$ cat src/rtl/alu_md_seq.sv
// Sequential RV32I/RV64I + M-extension execute unit. Accepts one op at a time and
// returns its result after a fixed, op-class dependent latency.
module alu_md_seq #(
  parameter int          XLEN        = 32,
  parameter int          MUL_STAGES  = 1,
  parameter logic [31:0] ILLEGAL_VAL = 32'hDEADC0DE
) (
  input  logic            clk_i,
  input  logic            rst_ni,
  input  logic            flush_i,
  input  logic            in_valid_i,
  output logic            in_ready_o,
  input  logic [31:0]     instruction_i,
  input  logic [XLEN-1:0] rs1_data_i,
  input  logic [XLEN-1:0] rs2_data_i,
  output logic            out_valid_o,
  input  logic            out_ready_i,
  output logic [XLEN-1:0] result_o,
  output logic            illegal_o
);

  localparam int SHW = $clog2(XLEN);
  localparam int HIW = 12 - SHW;
  localparam int CW  = $clog2(XLEN + 1);
  localparam logic [HIW-1:0]  SRAI_PAT = HIW'(1) << (10 - SHW);
  localparam logic [6:0]      OPC_R    = 7'b0110011;
  localparam logic [6:0]      OPC_I    = 7'b0010011;
  localparam logic [XLEN-1:0] ILL_RES  = XLEN'(ILLEGAL_VAL);

  typedef enum logic [2:0] {S_IDLE, S_MUL, S_DIV, S_FIX, S_DONE} state_t;
  typedef enum logic [1:0] {K_SIMPLE, K_MUL, K_DIV, K_ILLEGAL} kind_t;

  state_t          state;
  logic [CW-1:0]   cnt;
  logic [2:0]      f3_q;
  logic [XLEN-1:0] op_a, op_b;
  logic [XLEN-1:0] div_q, div_r, div_d;
  logic            neg_q, neg_r, div_zero;

  // Decode fields of the incoming instruction
  logic [6:0]      opcode, funct7;
  logic [2:0]      funct3;
  logic [HIW-1:0]  imm_hi;
  logic            is_r;
  logic [XLEN-1:0] imm_sext, opb;
  logic [SHW-1:0]  shamt;
  kind_t           kind;
  logic [XLEN-1:0] simple_res;

  assign opcode   = instruction_i[6:0];
  assign funct3   = instruction_i[14:12];
  assign funct7   = instruction_i[31:25];
  assign imm_hi   = instruction_i[31:20+SHW];
  assign is_r     = (opcode == OPC_R);
  assign imm_sext = {{(XLEN-12){instruction_i[31]}}, instruction_i[31:20]};
  assign opb      = is_r ? rs2_data_i : imm_sext;
  assign shamt    = is_r ? rs2_data_i[SHW-1:0] : instruction_i[20+:SHW];

  // NOTE: every always_comb output gets a default first so no path leaves it unassigned (no latch).
  always_comb begin
    kind = K_ILLEGAL;
    if (is_r) begin
      case (funct7)
        7'b0000001: kind = funct3[2] ? K_DIV : K_MUL;
        7'b0000000: kind = K_SIMPLE;
        7'b0100000: if (funct3 == 3'b000 || funct3 == 3'b101) kind = K_SIMPLE;
        default:    kind = K_ILLEGAL;
      endcase
    end else if (opcode == OPC_I) begin
      case (funct3)
        3'b001:  if (imm_hi == '0) kind = K_SIMPLE;
        3'b101:  if (imm_hi == '0 || imm_hi == SRAI_PAT) kind = K_SIMPLE;
        default: kind = K_SIMPLE;
      endcase
    end
  end

  always_comb begin
    simple_res = '0;
    case (funct3)
      3'b000: begin
        if (is_r && instruction_i[30]) simple_res = rs1_data_i - opb;
        else                           simple_res = rs1_data_i + opb;
      end
      3'b001: simple_res = rs1_data_i << shamt;
      3'b010: simple_res = {{(XLEN-1){1'b0}}, $signed(rs1_data_i) < $signed(opb)};
      3'b011: simple_res = {{(XLEN-1){1'b0}}, rs1_data_i < opb};
      3'b100: simple_res = rs1_data_i ^ opb;
      3'b101: begin
        // Kept as if/else: a ternary would make the arithmetic arm unsigned
        if (instruction_i[30]) simple_res = $signed(rs1_data_i) >>> shamt;
        else                   simple_res = rs1_data_i >> shamt;
      end
      3'b110: simple_res = rs1_data_i | opb;
      default: simple_res = rs1_data_i & opb;
    endcase
  end

  // Divider runs on magnitudes; signs are reapplied in FIX
  logic            a_neg, b_neg;
  logic [XLEN-1:0] a_mag, b_mag;
  logic [XLEN:0]   div_shift, div_diff;
  logic            div_ge;
  logic [XLEN-1:0] div_res;

  assign a_neg     = ~funct3[0] & rs1_data_i[XLEN-1];
  assign b_neg     = ~funct3[0] & rs2_data_i[XLEN-1];
  assign a_mag     = a_neg ? -rs1_data_i : rs1_data_i;
  assign b_mag     = b_neg ? -rs2_data_i : rs2_data_i;
  assign div_shift = {div_r, div_q[XLEN-1]};
  assign div_diff  = div_shift - {1'b0, div_d};
  assign div_ge    = div_shift >= {1'b0, div_d};

  always_comb begin
    div_res = '0;
    if (!f3_q[1]) div_res = div_zero ? '1 : (neg_q ? -div_q : div_q);
    else          div_res = div_zero ? op_a : (neg_r ? -div_r : div_r);
  end

  // Full 2*XLEN product from sign- or zero-extended operands
  logic [2*XLEN-1:0] mul_a, mul_b, mul_prod;
  logic [XLEN-1:0]   mul_res;

  always_comb begin
    mul_a    = {{XLEN{(f3_q[1:0] != 2'b11) & op_a[XLEN-1]}}, op_a};
    mul_b    = {{XLEN{~f3_q[1] & op_b[XLEN-1]}}, op_b};
    mul_prod = mul_a * mul_b;
    mul_res  = (f3_q[1:0] == 2'b00) ? mul_prod[XLEN-1:0] : mul_prod[2*XLEN-1:XLEN];
  end

  logic unused_bits;
  assign unused_bits = ^{instruction_i[19:15], instruction_i[11:7], div_diff[XLEN]};

  // NOTE: sequential state uses non-blocking assignments so all registers update together.
  always_ff @(posedge clk_i or negedge rst_ni) begin
    if (!rst_ni) begin
      state       <= S_IDLE;
      in_ready_o  <= 1'b1;
      out_valid_o <= 1'b0;
      result_o    <= '0;
      illegal_o   <= 1'b0;
      cnt         <= '0;
      f3_q        <= '0;
      op_a        <= '0;
      op_b        <= '0;
      div_q       <= '0;
      div_r       <= '0;
      div_d       <= '0;
      neg_q       <= 1'b0;
      neg_r       <= 1'b0;
      div_zero    <= 1'b0;
    end else if (flush_i) begin
      state       <= S_IDLE;
      in_ready_o  <= 1'b1;
      out_valid_o <= 1'b0;
    end else begin
      case (state)
        S_IDLE: begin
          if (in_valid_i) begin
            f3_q       <= funct3;
            op_a       <= rs1_data_i;
            op_b       <= rs2_data_i;
            cnt        <= '0;
            in_ready_o <= 1'b0;
            illegal_o  <= 1'b0;
            case (kind)
              K_SIMPLE: begin
                result_o    <= simple_res;
                out_valid_o <= 1'b1;
                state       <= S_DONE;
              end
              K_MUL: state <= S_MUL;
              K_DIV: begin
                div_q    <= a_mag;
                div_r    <= '0;
                div_d    <= b_mag;
                neg_q    <= a_neg ^ b_neg;
                neg_r    <= a_neg;
                div_zero <= (rs2_data_i == '0);
                state    <= S_DIV;
              end
              default: begin
                result_o    <= ILL_RES;
                illegal_o   <= 1'b1;
                out_valid_o <= 1'b1;
                state       <= S_DONE;
              end
            endcase
          end
        end
        S_MUL: begin
          cnt <= cnt + 1'b1;
          if (cnt == CW'(MUL_STAGES - 1)) begin
            result_o    <= mul_res;
            out_valid_o <= 1'b1;
            state       <= S_DONE;
          end
        end
        S_DIV: begin
          div_r <= div_ge ? div_diff[XLEN-1:0] : div_shift[XLEN-1:0];
          div_q <= {div_q[XLEN-2:0], div_ge};
          cnt   <= cnt + 1'b1;
          if (cnt == CW'(XLEN - 1)) state <= S_FIX;
        end
        S_FIX: begin
          result_o    <= div_res;
          out_valid_o <= 1'b1;
          state       <= S_DONE;
        end
        default: begin
          if (out_ready_i) begin
            out_valid_o <= 1'b0;
            in_ready_o  <= 1'b1;
            state       <= S_IDLE;
          end
        end
      endcase
    end
  end

endmodule
$ cat config.mk
export PLATFORM = sky130hd
export DESIGN_NAME = alu_md_seq
export DESIGN_NICKNAME = d
export VERILOG_FILES = /design/src/rtl/alu_md_seq.sv
export SDC_FILE = /design/constraint.sdc
export NUM_CORES = 2
export LEC_CHECK = 0
export ABC_AREA = 1
export BUFFER_PORTS_ARGS = -buffer_cell sky130_fd_sc_hd__buf_2
export CAP_MARGIN = 10
export CELL_PAD_IN_SITES_DETAIL_PLACEMENT = 0
export CELL_PAD_IN_SITES_GLOBAL_PLACEMENT = 1
export CORE_MARGIN = 10
export CORE_UTILIZATION = 49
export CTS_CLUSTER_SIZE = 8
export DETAILED_ROUTE_END_ITERATION = 10
export PLACE_DENSITY_LB_ADDON = 0.1
export SYNTH_ARGS = -nofsm -noshare
export SYNTH_HDL_FRONTEND = slang
export SYNTH_SLANG_ARGS = --single-unit
$ cat constraint.sdc
create_clock -name clk_i -period 10.45 [get_ports clk_i]
set_input_delay 0.5225 -clock clk_i [delete_from_list [all_inputs] [get_ports clk_i]]
set_output_delay 0.5225 -clock clk_i [all_outputs]
set_load 0.1 [all_outputs]
# Word level (Yosys, flattened, before mapping)
# Index checks and enable logic that the tools add are counted.
totals:
  reg_bits: 209
  output_inout_bits: 35
classes:
  add_sub_neg: 8
  n_mul: 1
  magnitude_cmp: 3
  n_eq_ne: 27
  shift: 3
  mux: 52
  bitwise_logic: 11
  n_reduce_logical: 28
ops:
  columns: ["operator", "count"]
  rows:
  - ["32-bit two-way mux", 18]
  - ["32-bit case mux with 7 select lines", 1]
  - ["32-bit case mux with 2 select lines", 3]
  - ["32-bit negation", 4]
  - ["32-bit case mux with 3 select lines", 1]
  - ["32-bit less-than comparator", 2]
  - ["33-bit by 33-bit multiplier with 64-bit output", 1]
  - ["32-bit subtractor", 2]
  - ["33-bit by 32-bit greater-or-equal comparator with 1-bit output", 1]
  - ["32-bit adder", 1]
  - ["32-bit AND", 1]
  - ["32-bit zero test", 1]
  - ["32-bit OR", 1]
  - ["32-bit by 5-bit << shifter with 32-bit output", 1]
  - ["32-bit by 5-bit right shift with 32-bit output", 1]
  - ["32-bit by 5-bit >>> shifter with 32-bit output", 1]
  - ["32-bit bitwise XOR", 1]
  - ["3-bit two-way mux", 5]
  - ["7-bit by 6-bit equality test with 1-bit output, second input constant", 2]
  - ["3-bit by 2-bit equality test with 1-bit output, second input constant", 4]
  - ["2-bit two-way mux", 6]
  - ["3-bit inequality test, second input constant", 4]
  - ["3-bit case mux with 4 select lines", 1]
  - ["6-bit case mux with 2 select lines", 1]
  - ["36 further kinds", 69]

# Longest topological paths before layout
logic_depth:
  ltp_word: 12
  ltp_mapped: 38
  depth_no_buf: 36

# Least setup slack after synthesis
# Ideal clock, no wire load.
synth_timing:
  kind: "flip-flop to flip-flop"
  from: "reg op_a[31]"
  to: "reg result_o[31]"
  arrival_ps: 7763
  required_time_ps: 10330
  slack_ps: 2568
  path_stages_with_launch: 35
  path_buffers: 2
  period_less_slack_ps: 7882
  path_cell_list: "dfrtp_1 clkbuf_1 clkbuf_1 nand2_1 a21oi_1 fa_1 inv_1 fa_1 inv_1 fa_1 inv_1 fa_1 inv_1 fa_1 fa_1 inv_1 fa_1 fa_1 inv_1 ha_1 nand2_1 nor2_1 inv_1 nor4_1 nand2_1 nor3_1 nand2_1 o211ai_1 inv_1 nand2_1 nand3_1 a21oi_1 nand2_1 nand2_1 nand2_1"
synth_between:
  elab_chain_cells: 5
synth_lines:
  columns: ["item", "line_no", "source"]
  rows:
  - ["from (decl)", "36", "logic [XLEN-1:0] op_a, op_b;"]
  - ["from (signal assigned)", "161", "op_a <= rs1_data_i;"]
  - ["1-bit AND", "125", "mul_a = {{XLEN{(f3_q[1:0] != 2'b11) & op_a[XLEN-1]}}, op_a};"]
  - ["33-bit by 33-bit multiplier with 64-bit output", "127", "mul_prod = mul_a * mul_b;"]
  - ["32-bit two-way mux", "128", "mul_res = (f3_q[1:0] == 2'b00) ? mul_prod[XLEN-1:0] : mul_prod[2*XLEN-1:XLEN];"]
  - ["32-bit two-way mux", "193", "if (cnt == CW'(MUL_STAGES - 1)) begin"]
  - ["32-bit case mux with 3 select lines (*)", "157", "case (state)"]
  - ["to (signal assigned)", "168", "result_o <= simple_res;"]
  - ["to (signal assigned)", "194", "result_o <= mul_res;"]
  - ["to (signal assigned)", "206", "result_o <= div_res;"]
  - ["to (decl)", "18", "output logic [XLEN-1:0] result_o,"]
# Mark *: on every way between the ends. The rest lies on a longest branch, timed or not. The select of a mux whose other input is x is not followed.
# A chain may end at the register's enable or synchronous reset.

# Worst setup path in the final report
layout_timing:
  from: "reg op_a[31]"
  to: "reg result_o[28]"
layout_between:
  elab_chain_cells: 5
layout_lines:
  columns: ["item", "line_no"]
  rows:
  - ["1-bit AND", "125"]
  - ["33-bit by 33-bit multiplier with 64-bit output (*)", "127"]
  - ["32-bit two-way mux (*)", "128"]
  - ["32-bit two-way mux (*)", "193"]
  - ["32-bit case mux with 3 select lines (*)", "157"]
# Marked as above.

==> qor.yml <==
status: "complete, no violations"
clock_tree.root_cell: "clkbuf_16"
slowest_delay_ns: 0.83
pin_count: 136
cts_max_level: 2
drc_errors: 0
fmax_mhz: 102.4
crit_top_cell: "fa_1"
crit_fanout: 17
cts.sinks: 209
die_x_um: 380.8
worst_hold_path_type: "in2reg"
hp-start: "out_ready_i"
period_share: 0.9342
syn_area_per_cell_um2: 7.035
cts-hold-fix-buffers: 1
post_cts_resize_count: 0
design.die.area_um2: 145000
reg2regPathDepth: 30
grt_pass1_wl_um: 393600
antenna_left: 0
synth_edf_count: 0
synth-main-ff-cell: "dfrtp_1"
finalSetupTns_ns: 0
num_vias: 60550
regToRegEndpoint: "result_o[28]"
holdPathEnd: "state[2]"
antenna_found_initial: 14
path_clk_slew_ns: 0.06
post_drt_wl_per_cell_um: 24.55
worst_pin_slew_ns: 1.256
async_reset_ff_frac: 1.000
drv_cap: 0
rows: 132
period_minus_slack_ns: 9.762
insertion_delay_ns: 0.59
ys_seq_area_frac: 0.08204
via_per_inst: 5.660
place_ws_ns: 0.8499
cts_tree: "done"
start_util: 0.4931
grt-ovfl-total: 0
slew_headroom: 0.1541
fin_ws_ns: 0.6875
ys_warn_count: 0
ctsLongestPathBuffers: 3
slowest_stage: "fa_1"
postSynthCellCount: 9065
grt_pass1_vias: 61620
rsz0062_at_grt: "no"
grt_usage: 0.3583
crit_required_ns: 10.93
nets: 10520
final_common_cell: "nand2_1"
timing.rr.start: "op_a[31]"
globalplace.congestion: 1.056
post-cts-setup-buffers: 0
setup_violations: 0
startpoint_type: "register"
synth.area.top_cells: "fa_1, nand2_1, inv_1"
synth_seq_cells: 209
final_cell_mix: "nand2_1, inv_1, fa_1"
dp_hpwl_um: 215700
grt_max_degree: 117
wl_um: 262600
yosysTopAreaCellShare: 0.3541
drtIter0Drc: 6523
layout-drive-gt1-share: 0.04358
synth_top_cell_by_area: "fa_1"
io_buffers: 125
r2r_setup_slack_ns: 0.69
synth_area_um2: 63770
drv_slew: 0
final_hold_viol_count: 0
cp.arrival_ns: 10.24
syn_nets: 10650
fp.dieH_um: 380.8
crit_path_end_kind: "register"
drt-pass1-iter-count: 6
synth.distinct_cells: 59
synthToLayoutAreaGrowth_pct: 5.298
numCtsBuffers: 34
fillers: 13140
worst-setup-path-type: "reg2reg"
worst_clock_skew_ns: 0.05126
fp.coreArea_um2: 129300
critPathLaunch: "op_a[31]"
hold_path_depth: 4
==> cell usage after synthesis, types with 5 or more instances <==
| cell type | count |
|---|---|
| nand2_1 | 2320 |
| a21oi_1 | 432 |
| o221ai_1 | 12 |
| o21bai_1 | 21 |
| buf_2 | 53 |
| o22ai_1 | 15 |
| nor2_1 | 510 |
| nand3b_1 | 9 |
| a211oi_1 | 10 |
| a21o_1 | 21 |
| a21boi_0 | 7 |
| nand3_1 | 522 |
| buf_1 | 18 |
| xor2_1 | 87 |
| o21ai_1 | 29 |
| inv_2 | 6 |
| fa_1 | 1128 |
| clkinv_1 | 9 |
| xnor2_1 | 39 |
| o21a_1 | 16 |
| nor4_1 | 15 |
| dfrtp_1 | 208 |
| o31ai_1 | 6 |
| o211ai_1 | 53 |
| nor3_1 | 62 |
| a22oi_1 | 5 |
| clkbuf_1 | 372 |
| inv_1 | 2060 |
| a31oi_1 | 37 |
| or2_2 | 25 |
| o21ai_0 | 492 |
| buf_4 | 6 |
| nand4_1 | 56 |
| ha_1 | 351 |
==> cell families (layout without fill, tap and decap cells) <==
kind of cell,count (synthesis),after routing,synth area share
AOI/OAI and AO/OA,1179,1179,0.1012
xor gates and xnor gates,126,126,0.01731
adders and majority gates,1479,1479,0.4230
buffers and inverters,2529,2414,0.1507
DFF,209,209,0.08204
muxes,2,2,0.0003139
other,0,6,0
and+or+nand+nor,3541,3541,0.2254
==> how the worst max path moves through the flow <==
stage                   endpoint  slack, ns  cells past startpoint
floorplan           result_o[31]       2.57                     34
global placement    result_o[28]       1.01                     29
detailed placement  result_o[28]       0.85                     30
CTS                 result_o[28]       0.85                     30
global route        result_o[28]       0.03                     30
finish              result_o[28]       0.69                     30
==> worst max-delay path: cells and delay by family, from the launching register on <==
kind	cells	cell delay (ns)
adders and majority gates	9	5.07
and+or+nand+nor	13	2.34
buffers and inverters	7	1.49
DFF	1	0.60
AOI/OAI and AO/OA	1	0.15
==> layer usage <==
metal  up-vias  wire length (um)  global-route usage
met3       649             22950             0.06501
li1      26970                 -                   -
met1     30080            103900              0.4616
met4         8             16390              0.1867
met5         -                48                   0
met2      2856            119400              0.5738
==> state kept, by name, indices dropped and copies added, names as in the netlist <==
signal / flops
in_ready_o: 1
state: 3
out_valid_o: 1
div_q: 32
div_zero: 1
result_o: 32
cnt: 6
op_b: 32
illegal_o: 1
neg_r: 1
f3_q: 2
div_r: 32
neg_q: 1
div_d: 32
op_a: 32
==> metrics by stage <==
step,hold WS [ns],area (um^2),util,instances
finish,0.2666,67150,0.5192,10700
detailed placement,0.4613,66090,0.5110,10640
global route,0.2835,67130,0.5191,10690
global placement,0.4509,66090,0.5110,10640
floorplan,0.2269,63770,-,9065
CTS,0.2497,67130,0.5191,10690
==> area by class of cell <==
cell class	instances	area, um^2	area share
multi-input combinational	6327	48970	0.7293
timing repair buffer	288	1924	0.02866
clock buffer	43	904.6	0.01347
clock inverter	8	130.1	0.001938
antenna	6	15.01	0.0002236
sequential	209	5231	0.07791
tap	1742	2180	0.03246
inverter	2075	7790	0.1160
Power is left out: the tool's default activity adds up to more than one toggle a clock period on the data nets, which glitch-free logic cannot reach.
